--- config.mk ---
export PLATFORM = sky130hd
export DESIGN_NAME = rect_waveform_unit
export DESIGN_NICKNAME = d
export VERILOG_FILES = /design/src/rtl/rect_waveform_unit.sv
export SDC_FILE = /design/constraint.sdc
export NUM_CORES = 1
export LEC_CHECK = 0
export CORE_ASPECT_RATIO = 1.75
export CORE_MARGIN = 8
export CORE_UTILIZATION = 49
export CTS_BUF_LIST = sky130_fd_sc_hd__clkbuf_16
export CTS_CLUSTER_SIZE = 10
export DETAILED_ROUTE_END_ITERATION = 8
export PLACE_DENSITY = 0.84
export SKIP_LAST_GASP = 1
export SLEW_MARGIN = 15
export SYNTH_ARGS = -nofsm -noshare
export SYNTH_HDL_FRONTEND = slang
export SYNTH_SLANG_ARGS = --single-unit
--- constraint.sdc ---
create_clock -name iClk -period 3.08 [get_ports iClk]
set_clock_uncertainty 0.2 [all_clocks]
set_input_delay 0.462 -clock iClk [delete_from_list [all_inputs] [get_ports iClk]]
set_output_delay 0.462 -clock iClk [all_outputs]
set_load 0.1 [all_outputs]
--- src/rtl/rect_waveform_unit.sv ---
// Rectangle channel output stage: duty sequencer, length counter, envelope and amplitude mux.
// Optional envelope generator enabled by defining RECT_ENVELOPE_EN; otherwise iVolume drives the amplitude.
module rect_waveform_unit (
    input  logic        iClk,
    input  logic        iReset,
    input  logic        iTimer_tick,
    input  logic        iSweep_silence,
    input  logic [10:0] iPeriod,
    input  logic        iQuarter_frame,
    input  logic        iHalf_frame,
    input  logic [1:0]  iDuty,
    input  logic        iLength_halt,
    input  logic        iConst_volume,
    input  logic [3:0]  iVolume,
    input  logic        iLength_load,
    input  logic [4:0]  iLength_index,
    input  logic        iEnable,
    output logic [3:0]  oSample,
    output logic        oLength_active
);
    localparam int unsigned STEP_W   = 3;
    localparam int unsigned LEN_W    = 8;
    localparam int unsigned VOL_W    = 4;
    localparam int unsigned PERIOD_W = 11;
    localparam int unsigned PAT_W    = 8;

    localparam logic [PERIOD_W-1:0] MIN_PERIOD = PERIOD_W'(8);
    localparam logic [VOL_W-1:0]    MAX_DECAY  = VOL_W'(15);

    logic [STEP_W-1:0] step;
    logic [LEN_W-1:0]  lengthCount;
    logic [LEN_W-1:0]  lengthTable_c;
    logic [PAT_W-1:0]  dutyPattern_c;
    logic              dutyBit_c;
    logic              muted_c;
    logic [VOL_W-1:0]  amplitude_c;

    // Length table lookup
    always_comb begin
        lengthTable_c = '0;
        case (iLength_index)
            5'd0:  lengthTable_c = LEN_W'(10);
            5'd1:  lengthTable_c = LEN_W'(254);
            5'd2:  lengthTable_c = LEN_W'(20);
            5'd3:  lengthTable_c = LEN_W'(2);
            5'd4:  lengthTable_c = LEN_W'(40);
            5'd5:  lengthTable_c = LEN_W'(4);
            5'd6:  lengthTable_c = LEN_W'(80);
            5'd7:  lengthTable_c = LEN_W'(6);
            5'd8:  lengthTable_c = LEN_W'(160);
            5'd9:  lengthTable_c = LEN_W'(8);
            5'd10: lengthTable_c = LEN_W'(60);
            5'd11: lengthTable_c = LEN_W'(10);
            5'd12: lengthTable_c = LEN_W'(14);
            5'd13: lengthTable_c = LEN_W'(12);
            5'd14: lengthTable_c = LEN_W'(26);
            5'd15: lengthTable_c = LEN_W'(14);
            5'd16: lengthTable_c = LEN_W'(12);
            5'd17: lengthTable_c = LEN_W'(16);
            5'd18: lengthTable_c = LEN_W'(24);
            5'd19: lengthTable_c = LEN_W'(18);
            5'd20: lengthTable_c = LEN_W'(48);
            5'd21: lengthTable_c = LEN_W'(20);
            5'd22: lengthTable_c = LEN_W'(96);
            5'd23: lengthTable_c = LEN_W'(22);
            5'd24: lengthTable_c = LEN_W'(192);
            5'd25: lengthTable_c = LEN_W'(24);
            5'd26: lengthTable_c = LEN_W'(72);
            5'd27: lengthTable_c = LEN_W'(26);
            5'd28: lengthTable_c = LEN_W'(16);
            5'd29: lengthTable_c = LEN_W'(28);
            5'd30: lengthTable_c = LEN_W'(32);
            5'd31: lengthTable_c = LEN_W'(30);
            default: lengthTable_c = '0;
        endcase
    end

    // Duty patterns stored with bit N = sequencer step N
    always_comb begin
        dutyPattern_c = '0;
        case (iDuty)
            2'd0:    dutyPattern_c = 8'b0000_0010;
            2'd1:    dutyPattern_c = 8'b0000_0110;
            2'd2:    dutyPattern_c = 8'b0001_1110;
            2'd3:    dutyPattern_c = 8'b1111_1001;
            default: dutyPattern_c = '0;
        endcase
        dutyBit_c = dutyPattern_c[step];
    end

    // Duty step counter; a length load restarts the waveform
    always_ff @(posedge iClk) begin
        if (iReset) begin
            step <= '0;
        end else if (iLength_load) begin
            step <= '0;
        end else if (iTimer_tick) begin
            step <= step + STEP_W'(1);
        end
    end

    // Length counter; disabling the channel clears it and blocks loads
    always_ff @(posedge iClk) begin
        if (iReset || !iEnable) begin
            lengthCount <= '0;
        end else if (iLength_load) begin
            lengthCount <= lengthTable_c;
        end else if (iHalf_frame && !iLength_halt && (lengthCount != '0)) begin
            lengthCount <= lengthCount - LEN_W'(1);
        end
    end

`ifdef RECT_ENVELOPE_EN
    logic             envStart;
    logic [VOL_W-1:0] envDivider;
    logic [VOL_W-1:0] envDecay;

    // Envelope: quarter frame sees the start flag as it was before a same-cycle load
    always_ff @(posedge iClk) begin
        if (iReset) begin
            envStart   <= 1'b0;
            envDivider <= '0;
            envDecay   <= '0;
        end else begin
            if (iQuarter_frame) begin
                if (envStart) begin
                    envDecay   <= MAX_DECAY;
                    envDivider <= iVolume;
                end else if (envDivider == '0) begin
                    envDivider <= iVolume;
                    if (envDecay != '0) begin
                        envDecay <= envDecay - VOL_W'(1);
                    end else if (iLength_halt) begin
                        envDecay <= MAX_DECAY;
                    end
                end else begin
                    envDivider <= envDivider - VOL_W'(1);
                end
            end
            if (iLength_load) begin
                envStart <= 1'b1;
            end else if (iQuarter_frame) begin
                envStart <= 1'b0;
            end
        end
    end

    always_comb begin
        amplitude_c = iConst_volume ? iVolume : envDecay;
    end
`else
    logic unusedConstVolume_c;

    always_comb begin
        unusedConstVolume_c = iConst_volume;
        amplitude_c         = iVolume;
    end
`endif

    always_comb begin
        muted_c = (lengthCount == '0) || iSweep_silence || (iPeriod < MIN_PERIOD) || !dutyBit_c;
    end

    // Registered outputs
    always_ff @(posedge iClk) begin
        if (iReset) begin
            oSample        <= '0;
            oLength_active <= 1'b0;
        end else begin
            oSample        <= muted_c ? '0 : amplitude_c;
            oLength_active <= (lengthCount != '0);
        end
    end

endmodule

Yosys cells after proc, flatten, opt, wreduce, memory -nomap -nowiden
Memories as Yosys holds them, arrays and structs flattened.
Index checks and enable logic that the tools add are counted.
{ "classes": {"n_lt_le_gt_ge": 2, "n_reduce_logical": 15, "n_addsub": 2, "muxes": 5, "eq_ne": 3} }
{ "op_table": {"columns": ["op", "n"], "rows": [
  ["8-bit one-hot mux with 4 select lines", 1],
  ["8-bit 2-to-1 mux", 2],
  ["11-bit by 4-bit < comparator with 1-bit output (second input constant)", 1],
  ["8-bit logical NOT", 1],
  ["8-bit nonzero test", 1],
  ["8-bit by 1-bit subtractor with 8-bit output (second input constant)", 1],
  ["2-bit equality test (second input constant)", 2],
  ["1-bit logical OR", 4],
  ["3-bit by 4-bit < comparator with 1-bit output (second input constant)", 1],
  ["2-bit OR reduction", 2],
  ["3-bit by 1-bit adder with 3-bit output (second input constant)", 1],
  ["1-bit binary-select mux with 3-bit select", 1],
  ["1-bit logical NOT", 3],
  ["2-bit by 1-bit equality test with 1-bit output (second input constant)", 1],
  ["1-bit logical AND", 2],
  ["2-bit logical NOT", 1],
  ["2-bit nonzero test", 1],
  ["1-bit 2-to-1 mux", 1]
]} }
{ "totals": {"word_cells": 32, "reg_bits": 16, "memories": 1, "mem_bits_ro": 224, "inputBits": 32} }
{ "memory_table": {"columns": ["memory", "depth", "word_bits", "read_ports", "rd_ports_with_merged_regs", "write_ports", "line_no", "source"], "rows": [
  ["(name not given)", 32, 7, 1, 0, 0, "41", "case (iLength_index)"]
]} }

Longest topological paths before layout
Gate-level depths: netlist of run 1.
{ "depth": {"depth_word": 7, "ltp_mapped": 6} }

Least setup slack after synthesis of run 1
OpenSTA, ideal clock, no wires.
{ "synth_timing": {"path_type": "input port to flip-flop", "from": "in iDuty[0]", "to": "reg oSample[0]", "cell_stages": 6, "arrival_ns": 1.694, "path_slack_ns": 1.116, "required_time_ns": 2.810, "cell_sequence": "inv_1 ha_1 or3b_2 a221oi_1 o311ai_0 nor2_1"} }
{ "synth_via": {"elab_chain_len": 7, "word_cells_on_any_way": 10} }
{ "synth_lines": {"columns": ["element", "line_no", "source"], "rows": [
  ["start, declared", "11", "input logic [1:0] iDuty,"],
  ["2-bit equality test (tied with other cells)", "81", "case (iDuty)"],
  ["8-bit one-hot mux with 4 select lines (*)", "81", null],
  ["1-bit binary-select mux with 3-bit select (*)", "88", "dutyBit_c = dutyPattern_c[step];"],
  ["1-bit 2-to-1 mux (implied by the code) (*)", "88", null],
  ["1-bit logical NOT (*)", "161", "muted_c = (lengthCount == '0) || iSweep_silence || (iPeriod < MIN_PERIOD) || !dutyBit_c;"],
  ["1-bit logical OR (*)", "161", null],
  ["2-bit OR reduction (no source line) (*)", null, null],
  ["end signal, assigned", "170", "oSample <= muted_c ? '0 : amplitude_c;"],
  ["end, declared", "18", "output logic [3:0] oSample,"]
]} }
Mark *: on every way between the ends. The rest lies on a longest branch, timed or not. The select of a mux whose other input is x is not followed.
A chain may end at the register's enable or synchronous reset.

Worst setup path after layout of run 1
{ "layout_timing": {"from": "in iDuty[0]", "to": "reg oSample[3]"} }
Same word-level chain as after synthesis.

==> impl_metrics.csv, run 1 <==
group,metric,value,unit
floorplan,dieWidth,53.0,um
worst_setup_path,crit_path_start_kind,"input port",
sta,maxSlewViolCount,0,
synthesis,ys_seq_area_frac,0.273,
worst_setup_path,reg2reg_depth,4,
drt,first_pass_iters,4,
synthesis,synth_nets,186,
placement,place_area,1500,um2
worst_setup_path,timing.critical_path.max_delay_family,"compound AO/OA/AOI/OAI gates",
drt,wirelength,3280,um
synthesis,async_flop_share,0,
placement,gp_congestion,0.929,
clocking,clock-root-buffer,"clkbuf_16",
layout,finalNetCount,219,
worst_setup_path,r2r-start,"lengthCount[2]",
sta,period_minus_slack,2.42,ns
layout,layout_common_cells,"clkdlybuf4s50_1 (26), dfxtp_1 (16), inv_1 (13), ha_1 (12), nor2_1 (11)",
global_routing,grt_max_degree,18,
synthesis,synth-seq-cells,16,
global_routing,grt_pass1_vias,1287,
synthesis,avgSynthCellArea,8.27,um2
clocking,cts_buffer_depth,2,
worst_setup_path,arrival,2.32,ns
power_and_ir_drop,powerDensity,401,nW/um2
hold_path,hold_path.class,"flip-flop to flip-flop",
drt,drtIter0Drc,38,
layout,area_growth,34.1,%
drt,via_per_inst,6.20,
flow_run,maxCapViolCount,0,
floorplan,io-pin-count,37,
sta,max_slew_margin,0.407,
worst_setup_path,rrSetupSlack,0.95,ns
clocking,post_cts_resized,0,
drt,vias,1233,
placement,io_buffers,31,
global_routing,grt_overflow,0,
synthesis,synth_edf_count,0,
drt,wl_per_cell,16.5,um
sta,hold_viol,0,
floorplan,fp-row-count,23,
worst_setup_path,path_cells,"clkdlybuf4s50_1 -> inv_1 -> ha_1 -> o311a_1 -> o311ai_0 -> nor2_1",
worst_setup_path,cp_slowest_cell,"o311ai_0",
power_and_ir_drop,leakagePower,0.644,nW
clocking,cts_tree,"yes",
power_and_ir_drop,peakVddDrop,0.303,mV
run_status,status,"finished clean",
drt,drc,0,
sta,setup_viol,0,
clocking,hold_buffers,0,
clocking,clkTransAtPathRegs,0.05,ns
layout,n_antenna_cell,0,
worst_setup_path,worstSetupEndpoint,"oSample[3]",
clocking,clock-sinks,16,
sta,clock.fmax,413,MHz
floorplan,core,2270,um2
clocking,postCtsSetupBuffers,0,
sta,min_period_over_period,0.787,
floorplan,dieArea,4280,um2
global_routing,grt_util_all_layers,0.168,
synthesis,synth.distinct_cells,43,
layout,final_common_cell,"clkdlybuf4s50_1",
clocking,insertion_delay,0.24,ns
worst_setup_path,rr_endpoint,"lengthCount[1]",
global_routing,grt_pass1_wl,5640,um
sta,rsz0062_at_grt,"false",
synthesis,syn_inst,142,
clocking,htreeDepth,1,
worst_setup_path,slowest_delay,0.77,ns
sta,fin_setup_tns,0,ns
global_routing,antenna_found_initial,0,
sta,tightest_slew,0.878,ns
synthesis,netlist_area,1170,um2
synthesis,synth_warnings,0,
drt,ant_nets,0,
floorplan,initial_core_util,0.517,
worst_setup_path,criticalPathCategory,"input port to flip-flop",
layout,drive_gt1_frac,0.0977,
worst_setup_path,crit_start,"iDuty[0]",
worst_setup_path,end_kind,"flip-flop",
worst_setup_path,cp_max_fo,4,
synthesis,synth_flop_cell,"dfxtp_1",
clocking,cts_buffers,3,
floorplan,die_y,80.8,um
worst_setup_path,path_buf_inv,2,
worst_setup_path,worstPathRequired,2.98,ns
power_and_ir_drop,power.total,0.000632,W
placement,hpwl,2550,um
worst_setup_path,crit_cells,6,
layout,fin_area,1580,um2
where the power goes:
group	total, W	switching, W	internal [W]
logic	0.000157	0.0000843	0.0000732
clock network	0.000252	0.0000801	0.000172
registers	0.000222	0.00000676	0.000215
cells by family after synthesis:
kind of cell | synth area share
compound gates | 0.212
xor+xnor | 0.0373
flops | 0.273
simple gates | 0.251
buf+inv | 0.0543
mux | 0.0447
fa+ha+maj | 0.128
area by class of cell:
class	count	area (um2)
Multi-Input combinational cell	109	791
Fill cell	188	698
Sequential cell	16	320
Timing Repair Buffer	32	305
Clock buffer	3	75.1
Inverter	13	48.8
Tap cell	25	31.3
Clock inverter	1	3.75
worst min-delay path, stage by stage, from the launching register on:
cell and delay, ns:
dfxtp_1 0.37, xnor2_1 0.08, nor2_1 0.07
routing by layer:
metal,part of all wire,vias up,global-route usage,routed length [um]
met1,0.35,580,0.153,1130
met4,0.044,0,0.0911,146
met2,0.53,49,0.305,1750
met3,0.077,15,0.0603,251
met5,0,-,0,0
li1,-,589,-,-
registers in the layout, summed over array words and instances, names as in the netlist:
register,cells
lengthCount,8
oLength_active,1
oSample,4
step,3
synthesized netlist by cell type, types with 3 or more instances:
master | n | share of area
inv_1 | 13 | 0.042
ha_1 | 12 | 0.13
o21ai_0 | 5 | 0.021
a211oi_1 | 5 | 0.032
nor2b_1 | 5 | 0.027
nand2_1 | 9 | 0.029
xnor2_1 | 3 | 0.022
clkbuf_1 | 4 | 0.013
a21oi_1 | 9 | 0.038
nor4_1 | 3 | 0.016
nor3_1 | 6 | 0.026
mux2i_1 | 3 | 0.026
dfxtp_1 | 16 | 0.27
nor2_1 | 11 | 0.035
metrics by stage:
stage	std cells	hold WS [ns]	utilization	worst slack (ns)
final	199	0.355	0.693	0.656
after CTS	199	0.361	0.693	0.623
after global placement	195	0.339	0.658	0.403
after global routing	199	0.369	0.693	0.532
after detailed placement	195	0.350	0.658	0.381
after floorplan	142	0.298	-	1.12
worst min path at each step:
| stage | start | endpoint | slack, ns | cells past startpoint |
|---|---|---|---|---|
| after floorplan | lengthCount[0] | lengthCount[0] | 0.30 | 2 |
| after global placement | lengthCount[0] | lengthCount[0] | 0.34 | 2 |
| after detailed placement | lengthCount[0] | lengthCount[0] | 0.35 | 2 |
| after CTS | lengthCount[0] | lengthCount[0] | 0.36 | 2 |
| after global routing | lengthCount[0] | lengthCount[0] | 0.37 | 2 |
| final | lengthCount[0] | lengthCount[0] | 0.35 | 2 |
Power figures use the tool's default switching activity.
==> inputs of run 2 (changes only) <==
--- a/config.mk
+++ b/config.mk
@@ -7,11 +7,11 @@
 export LEC_CHECK = 0
 export CORE_ASPECT_RATIO = 1.75
 export CORE_MARGIN = 8
-export CORE_UTILIZATION = 49
+export CORE_UTILIZATION = 46
 export CTS_BUF_LIST = sky130_fd_sc_hd__clkbuf_16
 export CTS_CLUSTER_SIZE = 10
 export DETAILED_ROUTE_END_ITERATION = 8
-export PLACE_DENSITY = 0.84
+export PLACE_DENSITY = 0.79
 export SKIP_LAST_GASP = 1
 export SLEW_MARGIN = 15
 export SYNTH_ARGS = -nofsm -noshare
==> constraint.sdc (replaced) <==
create_clock -name iClk -period 2.28 [get_ports iClk]
set_clock_uncertainty 0.2 [all_clocks]
set_input_delay 0.342 -clock iClk [delete_from_list [all_inputs] [get_ports iClk]]
set_output_delay 0.342 -clock iClk [all_outputs]
set_load 0.1 [all_outputs]
==> impl_metrics.csv, run 2 (synthesis results as in run 1) <==
group,metric,value,unit
worst_setup_path,path_buf_inv,2,
power_and_ir_drop,power.total,0.000875,W
drt,wirelength,3550,um
clocking,cts_tree,"yes",
worst_setup_path,cp_slowest_cell,"clkdlybuf4s50_1",
layout,finalNonFillerCells,217,
layout,finalNetCount,236,
global_routing,grt_overflow,0,
clocking,postCtsSetupBuffers,0,
clocking,cts_buffers,3,
sta,clock.fmax,444,MHz
sta,period_minus_slack,2.25,ns
sta,hold_viol,0,
floorplan,initial_core_util,0.477,
power_and_ir_drop,peakVddDrop,0.287,mV
sta,min_period_over_period,0.989,
flow_run,maxCapViolCount,0,
layout,fin_area,1720,um2
worst_setup_path,criticalPathCategory,"input port to flip-flop",
global_routing,grt_pass1_wl,5390,um
clocking,cts_buffer_depth,2,
run_status,status,"finished clean",
drt,first_pass_iters,7,
floorplan,fp-row-count,24,
global_routing,antenna_found_initial,0,
layout,n_antenna_cell,0,
worst_setup_path,slowest_delay,0.48,ns
clocking,insertion_delay,0.24,ns
drt,wl_met3,186,um
floorplan,dieArea,4490,um2
worst_setup_path,crit_path_start_kind,"input port",
drt,route.met2.wl,2070,um
floorplan,die_y,82.9,um
clocking,clkTransAtPathRegs,0.05,ns
layout,regMostFlops,"lengthCount",
floorplan,dieWidth,54.2,um
sta,setup_viol,0,
placement,place_area,1630,um2
layout,drive_gt1_frac,0.188,
drt,highest_layer,"met4",
floorplan,io-pin-count,37,
global_routing,grt_pass1_vias,1258,
worst_setup_path,arrival,2.23,ns
sta,whs,0.340,ns
sta,worst_slack,0.0259,ns
placement,hpwl,2790,um
sta,maxSlewViolCount,0,
layout,largest_reg_flops,8,
clocking,hold_buffers,0,
drt,via_per_inst,5.72,
worst_setup_path,cp_max_fo,4,
placement,gp_congestion,0.799,
worst_setup_path,timing.critical_path.max_delay_family,"buffers and inverters",
power_and_ir_drop,powerDensity,509,nW/um2
hold_path,hold_path.class,"flip-flop to flip-flop",
placement,post-place-cells,213,
sta,tightest_slew,0.546,ns
layout,layout_common_cells,"clkdlybuf4s50_1 (25), buf_4 (23), dfxtp_1 (16), inv_1 (13), ha_1 (12)",
drt,drc,0,
drt,ant_nets,0,
floorplan,core,2460,um2
layout,area_growth,46.4,%
clocking,clock-root-buffer,"clkbuf_16",
worst_setup_path,worstPathRequired,2.26,ns
global_routing,grt_max_degree,15,
placement,io_buffers,31,
drt,wl_met1,1220,um
power_and_ir_drop,leakagePower,0.739,nW
drt,drtIter0Drc,35,
layout,fillCellCount,196,
clocking,htreeDepth,1,
clocking,clock-sinks,16,
global_routing,grt_util_all_layers,0.153,
layout,largestRegisters,"lengthCount x8, oSample x4, step x3",
drt,vias,1241,
worst_setup_path,path_cells,"clkdlybuf4s50_1 -> ha_1 -> or3b_2 -> a221oi_2 -> o311ai_2 -> buf_4 -> nor2_1",
layout,final_common_cell,"clkdlybuf4s50_1",
sta,max_slew_margin,0.626,
drt,wl_per_cell,16.4,um
worst_setup_path,end_kind,"flip-flop",
placement,pre_cts_slack,-0.213,ns
run 2: cell count changes in the layout (fill, tap and decap cells not counted):
cell             change
a221oi_1             -1
buf_4               +17
o311ai_2             +1
a221oi_2             +1
dlymetal6s2s_1       +1
clkdlybuf4s50_1      -1
o311ai_0             -1
run 2: layout make-up:
type,count,area (um2),share of cell area
well taps,26,32.5,0.0189
clock inverters,1,3.75,0.00218
repair buffers,49,435,0.253
inverters,13,48.8,0.0284
multi-input cells,109,805,0.468
clock buffers,3,75.1,0.0436
flip-flops and latches,16,320,0.186
run 2: through the flow:
step	utilization	TNS, ns
2_1_floorplan	-	0
3_3_place_gp	0.660	-0.591
3_5_place_dp	0.660	-0.842
4_1_cts	0.692	0
5_1_grt	0.699	-0.162
6_report	0.699	0
run 2: what timing repair did:
action	in CTS	in global routing
pin swaps	0	0
setup endpoints to repair	4	4
gates resized for setup	1	3
run 2: routing by layer:
metal / track usage / up-vias
li1: - / 619
met1: 0.118 / 579
met2: 0.309 / 37
met3: 0.0429 / 6
met4: 0.0563 / 0
met5: 0 / -
run 2: worst reg2reg max path, stage by stage, from the launching register on:
cell	delay, ns
dfxtp_1	0.35
inv_1	0.07
ha_1	0.22
nor3b_1	0.14
buf_4	0.15
a21oi_1	0.34
mux2_2	0.39
o32ai_1	0.13
run 2: power by group:
group,internal [W],switching [W]
Clock,0.000232,0.000104
Combinational,0.000120,0.000119
Sequential,0.000291,0.00000902
Total,0.000643,0.000232
run 2: worst paths after layout:
kind / start / endpoint / slack [ns] / cells past startpoint
max: iDuty[1] / oSample[2] / 0.03 / 7
min: lengthCount[0] / lengthCount[0] / 0.34 / 2
max reg2reg: lengthCount[0] / lengthCount[1] / 0.20 / 7
min reg2reg: lengthCount[0] / lengthCount[0] / 0.34 / 2
